$ cat config.mk
export PLATFORM = sky130hd
export DESIGN_NAME = alu_seq
export DESIGN_NICKNAME = d
export VERILOG_FILES = /design/src/rtl/alu_pkg.sv /design/src/rtl/alu_muldiv_iter.sv /design/src/rtl/alu_seq.sv
export SDC_FILE = /design/constraint.sdc
export NUM_CORES = 1
export LEC_CHECK = 0
export BUFFER_PORTS_ARGS = -buffer_cell sky130_fd_sc_hd__buf_2
export CAP_MARGIN = 25
export CORE_MARGIN = 2
export CORE_UTILIZATION = 46
export CTS_CLUSTER_SIZE = 12
export DETAILED_ROUTE_END_ITERATION = 8
export PLACE_DENSITY_LB_ADDON = 0.05
export REMOVE_ABC_BUFFERS = 1
export SYNTH_ARGS = -nofsm -noshare
export SYNTH_HDL_FRONTEND = slang
export SYNTH_HIERARCHICAL = 1
export SYNTH_SLANG_ARGS = --single-unit
$ cat constraint.sdc
create_clock -name clk -period 2.3 [get_ports clk]
set_input_delay 0.46 -clock clk [delete_from_list [all_inputs] [get_ports clk]]
set_output_delay 0.46 -clock clk [all_outputs]
set_load 0.05 [all_outputs]
$ cat src/rtl/alu_pkg.sv
// Shared opcodes, FSM states and build options for the sequential ALU.
// Build option: ALU_DIV_EN enables the iterative divider.
package alu_pkg;

    localparam logic [3:0] OP_ADD  = 4'b0000;
    localparam logic [3:0] OP_SUB  = 4'b0001;
    localparam logic [3:0] OP_MUL  = 4'b0010;
    localparam logic [3:0] OP_DIV  = 4'b0011;
    localparam logic [3:0] OP_SHL  = 4'b0100;
    localparam logic [3:0] OP_SHR  = 4'b0101;
    localparam logic [3:0] OP_ROL  = 4'b0110;
    localparam logic [3:0] OP_ROR  = 4'b0111;
    localparam logic [3:0] OP_AND  = 4'b1000;
    localparam logic [3:0] OP_OR   = 4'b1001;
    localparam logic [3:0] OP_XOR  = 4'b1010;
    localparam logic [3:0] OP_NOR  = 4'b1011;
    localparam logic [3:0] OP_NAND = 4'b1100;
    localparam logic [3:0] OP_XNOR = 4'b1101;
    localparam logic [3:0] OP_GT   = 4'b1110;
    localparam logic [3:0] OP_EQ   = 4'b1111;

`ifdef ALU_DIV_EN
    localparam bit DIV_EN = 1'b1;
`else
    localparam bit DIV_EN = 1'b0;
`endif

    typedef enum logic [1:0] {
        S_IDLE,
        S_BUSY,
        S_DONE
    } state_t;

endpackage

$ cat src/rtl/alu_muldiv_iter.sv
// Iterative shift-add multiplier and restoring divider, one step per clock.
// Build option: ALU_DIV_EN adds the divider datapath.
module alu_muldiv_iter
    import alu_pkg::*;
#(
    parameter int WIDTH = 8
) (
    input  logic             clk,
    input  logic             rst,
    input  logic             start,
    input  logic             op,
    input  logic [WIDTH-1:0] a,
    input  logic [WIDTH-1:0] b,
    output logic             done,
    output logic [WIDTH-1:0] result,
    output logic             hi_nonzero
);

    localparam int CW = $clog2(WIDTH);

    // acc: product high half / remainder; q: multiplier / quotient
    logic             active;
    logic [CW-1:0]    cnt;
    logic [WIDTH-1:0] acc;
    logic [WIDTH-1:0] q;
    logic [WIDTH-1:0] m;
    logic [WIDTH:0]   msum;
    logic [WIDTH-1:0] acc_n;
    logic [WIDTH-1:0] q_n;
`ifdef ALU_DIV_EN
    logic             op_q;
    logic [WIDTH:0]   rsh;
    logic [WIDTH:0]   rdiff;
`endif

    // One iteration step; the final step's value is handed out directly
    always_comb begin
        msum       = {1'b0, acc} + (q[0] ? {1'b0, m} : '0);
        acc_n      = msum[WIDTH:1];
        q_n        = {msum[0], q[WIDTH-1:1]};
        hi_nonzero = |acc_n;
`ifdef ALU_DIV_EN
        rsh   = {acc, q[WIDTH-1]};
        rdiff = rsh - {1'b0, m};
        if (op_q) begin
            acc_n      = rdiff[WIDTH] ? rsh[WIDTH-1:0] : rdiff[WIDTH-1:0];
            q_n        = {q[WIDTH-2:0], ~rdiff[WIDTH]};
            hi_nonzero = 1'b0;
        end
`endif
        result = q_n;
        done   = active && (cnt == CW'(WIDTH - 1));
    end

    // Operand load on start, then WIDTH steps
    always_ff @(posedge clk or posedge rst) begin
        if (rst) begin
            active <= 1'b0;
            cnt    <= '0;
            acc    <= '0;
            q      <= '0;
            m      <= '0;
`ifdef ALU_DIV_EN
            op_q   <= 1'b0;
`endif
        end else if (start && (DIV_EN || !op)) begin
            active <= 1'b1;
            cnt    <= '0;
            acc    <= '0;
            q      <= op ? a : b;
            m      <= op ? b : a;
`ifdef ALU_DIV_EN
            op_q   <= op;
`endif
        end else if (active) begin
            acc <= acc_n;
            q   <= q_n;
            if (done) begin
                active <= 1'b0;
                cnt    <= '0;
            end else begin
                cnt <= cnt + CW'(1);
            end
        end
    end

endmodule

$ cat src/rtl/alu_seq.sv
// Handshaked sequential ALU: 16-op map, registered results, iterative mul/div.
// Build option: ALU_DIV_EN enables divide (op 0011); otherwise it returns 0.
module alu_seq
    import alu_pkg::*;
#(
    parameter int WIDTH = 8
) (
    input  logic             clk,
    input  logic             rst,
    input  logic             in_valid,
    output logic             in_ready,
    input  logic [WIDTH-1:0] a,
    input  logic [WIDTH-1:0] b,
    input  logic [3:0]       alu_sel,
    output logic             out_valid,
    input  logic             out_ready,
    output logic [WIDTH-1:0] alu_out,
    output logic             carryout,
    output logic             zero,
    output logic             div_by_zero,
    output logic             busy
);

    state_t           state;
    state_t           state_n;
    logic             accept;
    logic             is_iter;
    logic             md_done;
    logic             md_hi;
    logic [WIDTH-1:0] md_res;
    logic [WIDTH-1:0] sc_res;
    logic             sc_c;
    logic             sc_dbz;

    assign is_iter = (alu_sel == OP_MUL)
                   | (DIV_EN && (alu_sel == OP_DIV) && (b != '0));

    alu_muldiv_iter #(.WIDTH(WIDTH)) u_md (
        .clk        (clk),
        .rst        (rst),
        .start      (accept && is_iter),
        .op         (alu_sel == OP_DIV),
        .a          (a),
        .b          (b),
        .done       (md_done),
        .result     (md_res),
        .hi_nonzero (md_hi)
    );

    // State register
    always_ff @(posedge clk or posedge rst) begin
        if (rst) state <= S_IDLE;
        else     state <= state_n;
    end

    // Next state: accept launches either an iteration or a direct result
    always_comb begin
        state_n = state;
        unique case (state)
            S_IDLE: if (accept) state_n = is_iter ? S_BUSY : S_DONE;
            S_BUSY: if (md_done) state_n = S_DONE;
            S_DONE: begin
                if (out_ready) begin
                    if (accept) state_n = is_iter ? S_BUSY : S_DONE;
                    else        state_n = S_IDLE;
                end
            end
            default: state_n = S_IDLE;
        endcase
    end

    // Handshake and status outputs
    always_comb begin
        in_ready  = (state == S_IDLE) || ((state == S_DONE) && out_ready);
        out_valid = (state == S_DONE);
        busy      = (state == S_BUSY);
        accept    = in_valid && in_ready;
    end

    // Single-cycle operations (mul and nonzero div go through u_md)
    always_comb begin
        sc_res = '0;
        sc_c   = 1'b0;
        sc_dbz = 1'b0;
        unique case (alu_sel)
            OP_ADD:  {sc_c, sc_res} = {1'b0, a} + {1'b0, b};
            OP_SUB:  begin
                sc_res = a - b;
                sc_c   = (a < b);
            end
`ifdef ALU_DIV_EN
            OP_DIV:  begin
                sc_res = '1;
                sc_dbz = 1'b1;
            end
`endif
            OP_SHL:  begin
                sc_res = {a[WIDTH-2:0], 1'b0};
                sc_c   = a[WIDTH-1];
            end
            OP_SHR:  begin
                sc_res = {1'b0, a[WIDTH-1:1]};
                sc_c   = a[0];
            end
            OP_ROL:  begin
                sc_res = {a[WIDTH-2:0], a[WIDTH-1]};
                sc_c   = a[WIDTH-1];
            end
            OP_ROR:  begin
                sc_res = {a[0], a[WIDTH-1:1]};
                sc_c   = a[0];
            end
            OP_AND:  sc_res = a & b;
            OP_OR:   sc_res = a | b;
            OP_XOR:  sc_res = a ^ b;
            OP_NOR:  sc_res = ~(a | b);
            OP_NAND: sc_res = ~(a & b);
            OP_XNOR: sc_res = ~(a ^ b);
            OP_GT:   sc_res = {{(WIDTH-1){1'b0}}, (a > b)};
            OP_EQ:   sc_res = {{(WIDTH-1){1'b0}}, (a == b)};
            default: sc_res = '0;
        endcase
    end

    // Result registers, loaded on a direct accept or on the last iteration
    always_ff @(posedge clk or posedge rst) begin
        if (rst) begin
            alu_out     <= '0;
            carryout    <= 1'b0;
            zero        <= 1'b0;
            div_by_zero <= 1'b0;
        end else if (accept && !is_iter) begin
            alu_out     <= sc_res;
            carryout    <= sc_c;
            zero        <= (sc_res == '0);
            div_by_zero <= sc_dbz;
        end else if ((state == S_BUSY) && md_done) begin
            alu_out     <= md_res;
            carryout    <= md_hi;
            zero        <= (md_res == '0);
            div_by_zero <= 1'b0;
        end
    end

endmodule

== Word-level counts from Yosys, hierarchy flattened ==
Cells that the tools add are included.
Word-level totals
  register bits: 41
  bits in latches: 0
  memory bits (writable): 0
  memory bits (read-only): 0
  output and inout port bits: 14
  memories kept: 0
Operators by class
  $add $sub $neg: 4
  multiply operators: 0
  div/mod/pow operators: 0
  magnitude comparators: 2
  equality and inequality tests: 22
  shifts and indexed selects: 0
  muxes and demuxes: 29
  bitwise operators: 6
  reductions and logical operators: 20
Operators by type and width (number)
  $pmux W8 S14: 1
  $mux W8: 9
  $eq A4 B4 Y1 const B: 8
  $not A8 Y8: 3
  $eq A4 B3 Y1 const B: 4
  $logic_not A8 Y1: 2
  $mux W2: 5
  $add A8 B8 Y9: 1
  $add A8 B9 Y9: 1
  $mux W1: 9
  $mux W3: 3
  $and A8 B8 Y8: 1
  $eq A4 B2 Y1 const B: 2
  $eq A8 B8 Y1: 1
  $gt A8 B8 Y1: 1
  $lt A8 B8 Y1: 1
  $or A8 B8 Y8: 1
  $reduce_or A8 Y1: 1
  $sub A8 B8 Y8: 1
  $xor A8 B8 Y8: 1
  $logic_and A1 B1 Y1: 7
  $pmux W2 S3: 1
  $eq A4 B1 Y1 const B: 1
  $logic_not A4 Y1: 1
  13 further kinds: 17

== Depth between registers and ports, before layout ==
  depth in word-level cells: 7
  gate-level depth with buffers: 11

== Cells and area by module ==
Netlist, hierarchy kept.
Modules (own cells, without submodules)
  alu_seq: instances 1, cells each 294, area an instance 2290.9 µm²
  alu_muldiv_iter: instances 1, cells each 164, area an instance 1650.3 µm²

== Worst setup path before layout ==
No wires, ideal clock.
  path type: in2reg
  start point: input out_ready
  end point: register u_md.m[4]
  library setup time: 0.125 ns
  arrival time: 2.588 ns
  required time: 2.175 ns
  setup slack: -0.413 ns
  cell stages on the path: 8
  path through: inv_1 -> a21oi_1 -> nand2_1 -> nor2_1 -> nor2b_1 -> buf_2 -> clkbuf_1 -> mux2_2
Between the ends
  word-level cells in the longest chain between the ends: 5
RTL lines
  start, declared: line alu_seq.sv:16  | input logic out_ready,
  $logic_and A1 B1 Y1: line alu_seq.sv:74  | in_ready = (state == S_IDLE) || ((state == S_DONE) && out_ready);
  $logic_or A1 B1 Y1: line alu_seq.sv:74
  net in_ready: line alu_seq.sv:11  | output logic in_ready,
  $logic_and A1 B1 Y1: line alu_seq.sv:77  | accept = in_valid && in_ready;
  $logic_and A1 B1 Y1: line alu_seq.sv:41  | .start (accept && is_iter),
  $logic_and A1 B1 Y1: line alu_muldiv_iter.sv:66  | end else if (start && (DIV_EN || !op)) begin
  end signal, assigned: line alu_muldiv_iter.sv:71  | m <= op ? b : a;
  end, declared: line alu_muldiv_iter.sv:26  | logic [WIDTH-1:0] m;
The timed path passes the listed nets, and every way through them passes these cells.
A chain may end at the register's enable or synchronous reset.

== Worst setup path in the final report ==
  start point: register u_md.q[0]
  end point: register carryout
Between the ends
  word-level cells in the longest chain between the ends: 5
RTL lines
  start, declared: line alu_muldiv_iter.sv:25  | logic [WIDTH-1:0] q;
  start signal, assigned: line alu_muldiv_iter.sv:70  | q <= op ? a : b;
  start signal, assigned: line alu_muldiv_iter.sv:77  | q <= q_n;
  $mux W8: line alu_muldiv_iter.sv:38  | msum = {1'b0, acc} + (q[0] ? {1'b0, m} : '0);
  $add A8 B9 Y9: line alu_muldiv_iter.sv:38
  $reduce_or A8 Y1: line alu_muldiv_iter.sv:41  | hi_nonzero = |acc_n;
  net md_hi: line alu_seq.sv:29  | logic md_hi;
  $mux W1: line alu_seq.sv:137  | end else if ((state == S_BUSY) && md_done) begin
  $mux W1: line alu_seq.sv:132  | end else if (accept && !is_iter) begin
  end signal, assigned: line alu_seq.sv:139  | carryout <= md_hi;
  end, declared: line alu_seq.sv:18  | output logic carryout,
The timed path passes the listed nets, and every way through them passes these cells. The select of a mux whose other input is x is not followed.

==> flow_summary.toml <==
[layout]
syn_to_final_growth_pct = 33.0
fillers = 716
mostFrequentLayoutCell = "buf_4"
n_antenna_cell = 0
layout_common_cells = "105 x buf_4, 40 x dfrtp_1, 38 x nand2_1"
drive_gt1_frac = 0.384
multiInputGateArea_mm2 = 0.00284
seqCellArea_mm2 = 0.00100
final_nets = 640

[logic_synthesis]
syn_avg_cell_area_um2 = 8.61
async_flop_share = 1.00
syn_inst = 458
synth_cell_types = 75
ys_ff_latch = 40
ys_seq_area_frac = 0.254
synth_edf_count = 0
yosys_warnings = 6
syn_area_mm2 = 0.00394
synth_ff_type = "dfrtp_1"

[global_routing]
grt_max_degree = 29
grt_overflow = 0
grt_pass1_wl_mm = 19.9
antenna_found_initial = 0
grt_pass1_vias = 3996
track_usage = 0.280

[timing]
slew_violations = 0
fin_setup_tns_ns = -0.114
slew_headroom = 0.646
worst_slew_pin_slew_ns = 0.518
rsz0062_at_grt = "yes"
timing.final.ws_setup_ns = -0.114
min_period_ns = 2.41
hold_viol = 0
setup_viol = 1
fmax_ghz = 0.414
min_period_over_period = 1.05
finalClockSkew_ns = 0.00574

[floorplanning]
dieArea_mm2 = 0.00932
dieHeight_um = 96.6
rows = 33
core_area_mm2 = 0.00826
num_io_pins = 38
initial_core_util = 0.477
chipWidth_um = 96.6

[drt]
drc_errors = 0
wl_per_cell_um = 18.2
drtIter0Drc = 216
vias = 3965
vias_per_cell = 5.79
firstDrtPassIters = 4
ant_nets = 0
routed_wl_mm = 12.5

[setup_path]
cp_data_arrival_time_ns = 2.57
end_kind = "register"
cp.required_ns = 2.46
r2r_setup_slack_ns = -0.11
rr_startpoint = "u_md/q[0]$_DFFE_PP0P_"
start_kind = "register"
critical_path.startpoint = "u_md/q[0]$_DFFE_PP0P_"
worstSetupPathType = "register to register"
reg2reg_to = "carryout$_DFFE_PP0P_"
crit_fanout = 5
r2r_cells = 11

[run_status]
status = "finished, violations left"
violations = "setup timing"

[clock_network]
cts_tree = "yes"
cts_hold_buf = 0
clockBufferDepth = 2
root_buffer = "clkbuf_8"
cts_max_level = 2
insertion_delay_ns = 0.29
cts_made_buffers = 5
clkTransAtPathRegs_ns = 0.08
cts_sinks = 40

[place]
place_congestion = 0.981
dp_hpwl_mm = 9.77
dpl_worst_slack_ns = -0.470
io_buffers = 36

[power_and_ir_drop]
power_leakage_nw = 2.48
vdd.ir_drop.worst_mv = 0.328
power_mw = 4.24
p_per_area_mw_per_mm2 = 809

[job]
cap_violations = 0

[worst_hold_path]
worstHoldPathType = "primary input to async pin"
[critical path, cell delays in order (launching register included)]
cell      delay, ns
dfrtp_1        0.40
buf_6          0.13
buf_4          0.14
and2_4         0.14
ha_4           0.25
a21oi_2        0.13
o21ai_1        0.12
or4b_4         0.54
a31oi_1        0.17
nand3_1        0.11
nor2_1         0.11
a211oi_1       0.05
[layer usage]
metal | part of all wire | up-vias | global-route usage
li1 | - | 1906 | -
met1 | 0.42 | 1904 | 0.351
met2 | 0.49 | 118 | 0.493
met3 | 0.043 | 37 | 0.0209
met4 | 0.042 | 0 | 0.122
met5 | 0 | - | 0
[area by class of cell]
cell class                 instances  area share
clock inverter                     2     0.00286
timing repair buffer             145       0.198
sequential                        40       0.191
inverter                          36      0.0267
tap                              105      0.0251
clock buffer                       6      0.0157
multi-input combinational        351       0.541
[worst max path at each step]
stage                                  to  cells after the start
CTS                  carryout$_DFFE_PP0P_                     10
finish               carryout$_DFFE_PP0P_                     11
global route         carryout$_DFFE_PP0P_                     11
global placement         zero$_DFFE_PP0P_                     11
floorplan           u_md/m[0]$_DFFE_PP0P_                      6
detailed placement       zero$_DFFE_PP0P_                     11
[power breakdown]
part / switching [mW] / internal (mW) / total [mW]
Sequential: 0.218 / 0.967 / 1.18
Combinational: 1.32 / 1.24 / 2.56
Clock: 0.259 / 0.243 / 0.502
Total: 1.79 / 2.45 / 4.24
[cells by family after synthesis]
| logic type | count (synthesis) | synth area share |
|---|---|---|
| and+or+nand+nor | 139 | 0.188 |
| AOI/OAI and AO/OA | 135 | 0.243 |
| buffers and inverters | 67 | 0.0895 |
| DFF | 40 | 0.254 |
| adders and majority gates | 37 | 0.123 |
| muxes | 30 | 0.0810 |
| xor gates and xnor gates | 9 | 0.0200 |
| other | 1 | 0.000951 |
[synthesized netlist by cell type, types with 9 or more instances]
master | instances | area [um^2]
mux2_2 | 10 | 113
nand2_1 | 39 | 146
dfrtp_1 | 40 | 1000
and2_1 | 9 | 56.3
nand3_1 | 12 | 60.1
a21oi_1 | 25 | 125
xnor2_1 | 9 | 78.8
buf_4 | 12 | 90.1
nor2_1 | 23 | 86.3
nor2b_1 | 9 | 56.3
inv_1 | 31 | 116
mux2i_1 | 18 | 180
ha_1 | 34 | 425
nor3_1 | 10 | 50.1
o21ai_0 | 21 | 105
[sequential cells by signal (all words and copies together) (netlist names)]
| register | cells |
|---|---|
| u_md/q | 8 |
| state | 2 |
| carryout | 1 |
| u_md/m | 8 |
| zero | 1 |
| alu_out | 8 |
| u_md/acc | 8 |
| u_md/active | 1 |
| u_md/cnt | 3 |
[stage by stage]
stage,std cells,util,cell area [um^2],hold slack [ns]
floorplan,427,-,3720,0.325
global placement,670,0.583,4820,0.482
detailed placement,670,0.583,4820,0.489
CTS,682,0.610,5040,0.189
global route,685,0.635,5240,0.214
finish,685,0.635,5240,0.186
[repair_timing]
item / CTS / global route
buffers inserted: 5 / 3
pin swaps: 18 / 20
endpoints found under the setup margin: 7 / 7
gates resized for setup: 25 / 34
No activity file was read; power rests on OpenSTA's default activity.
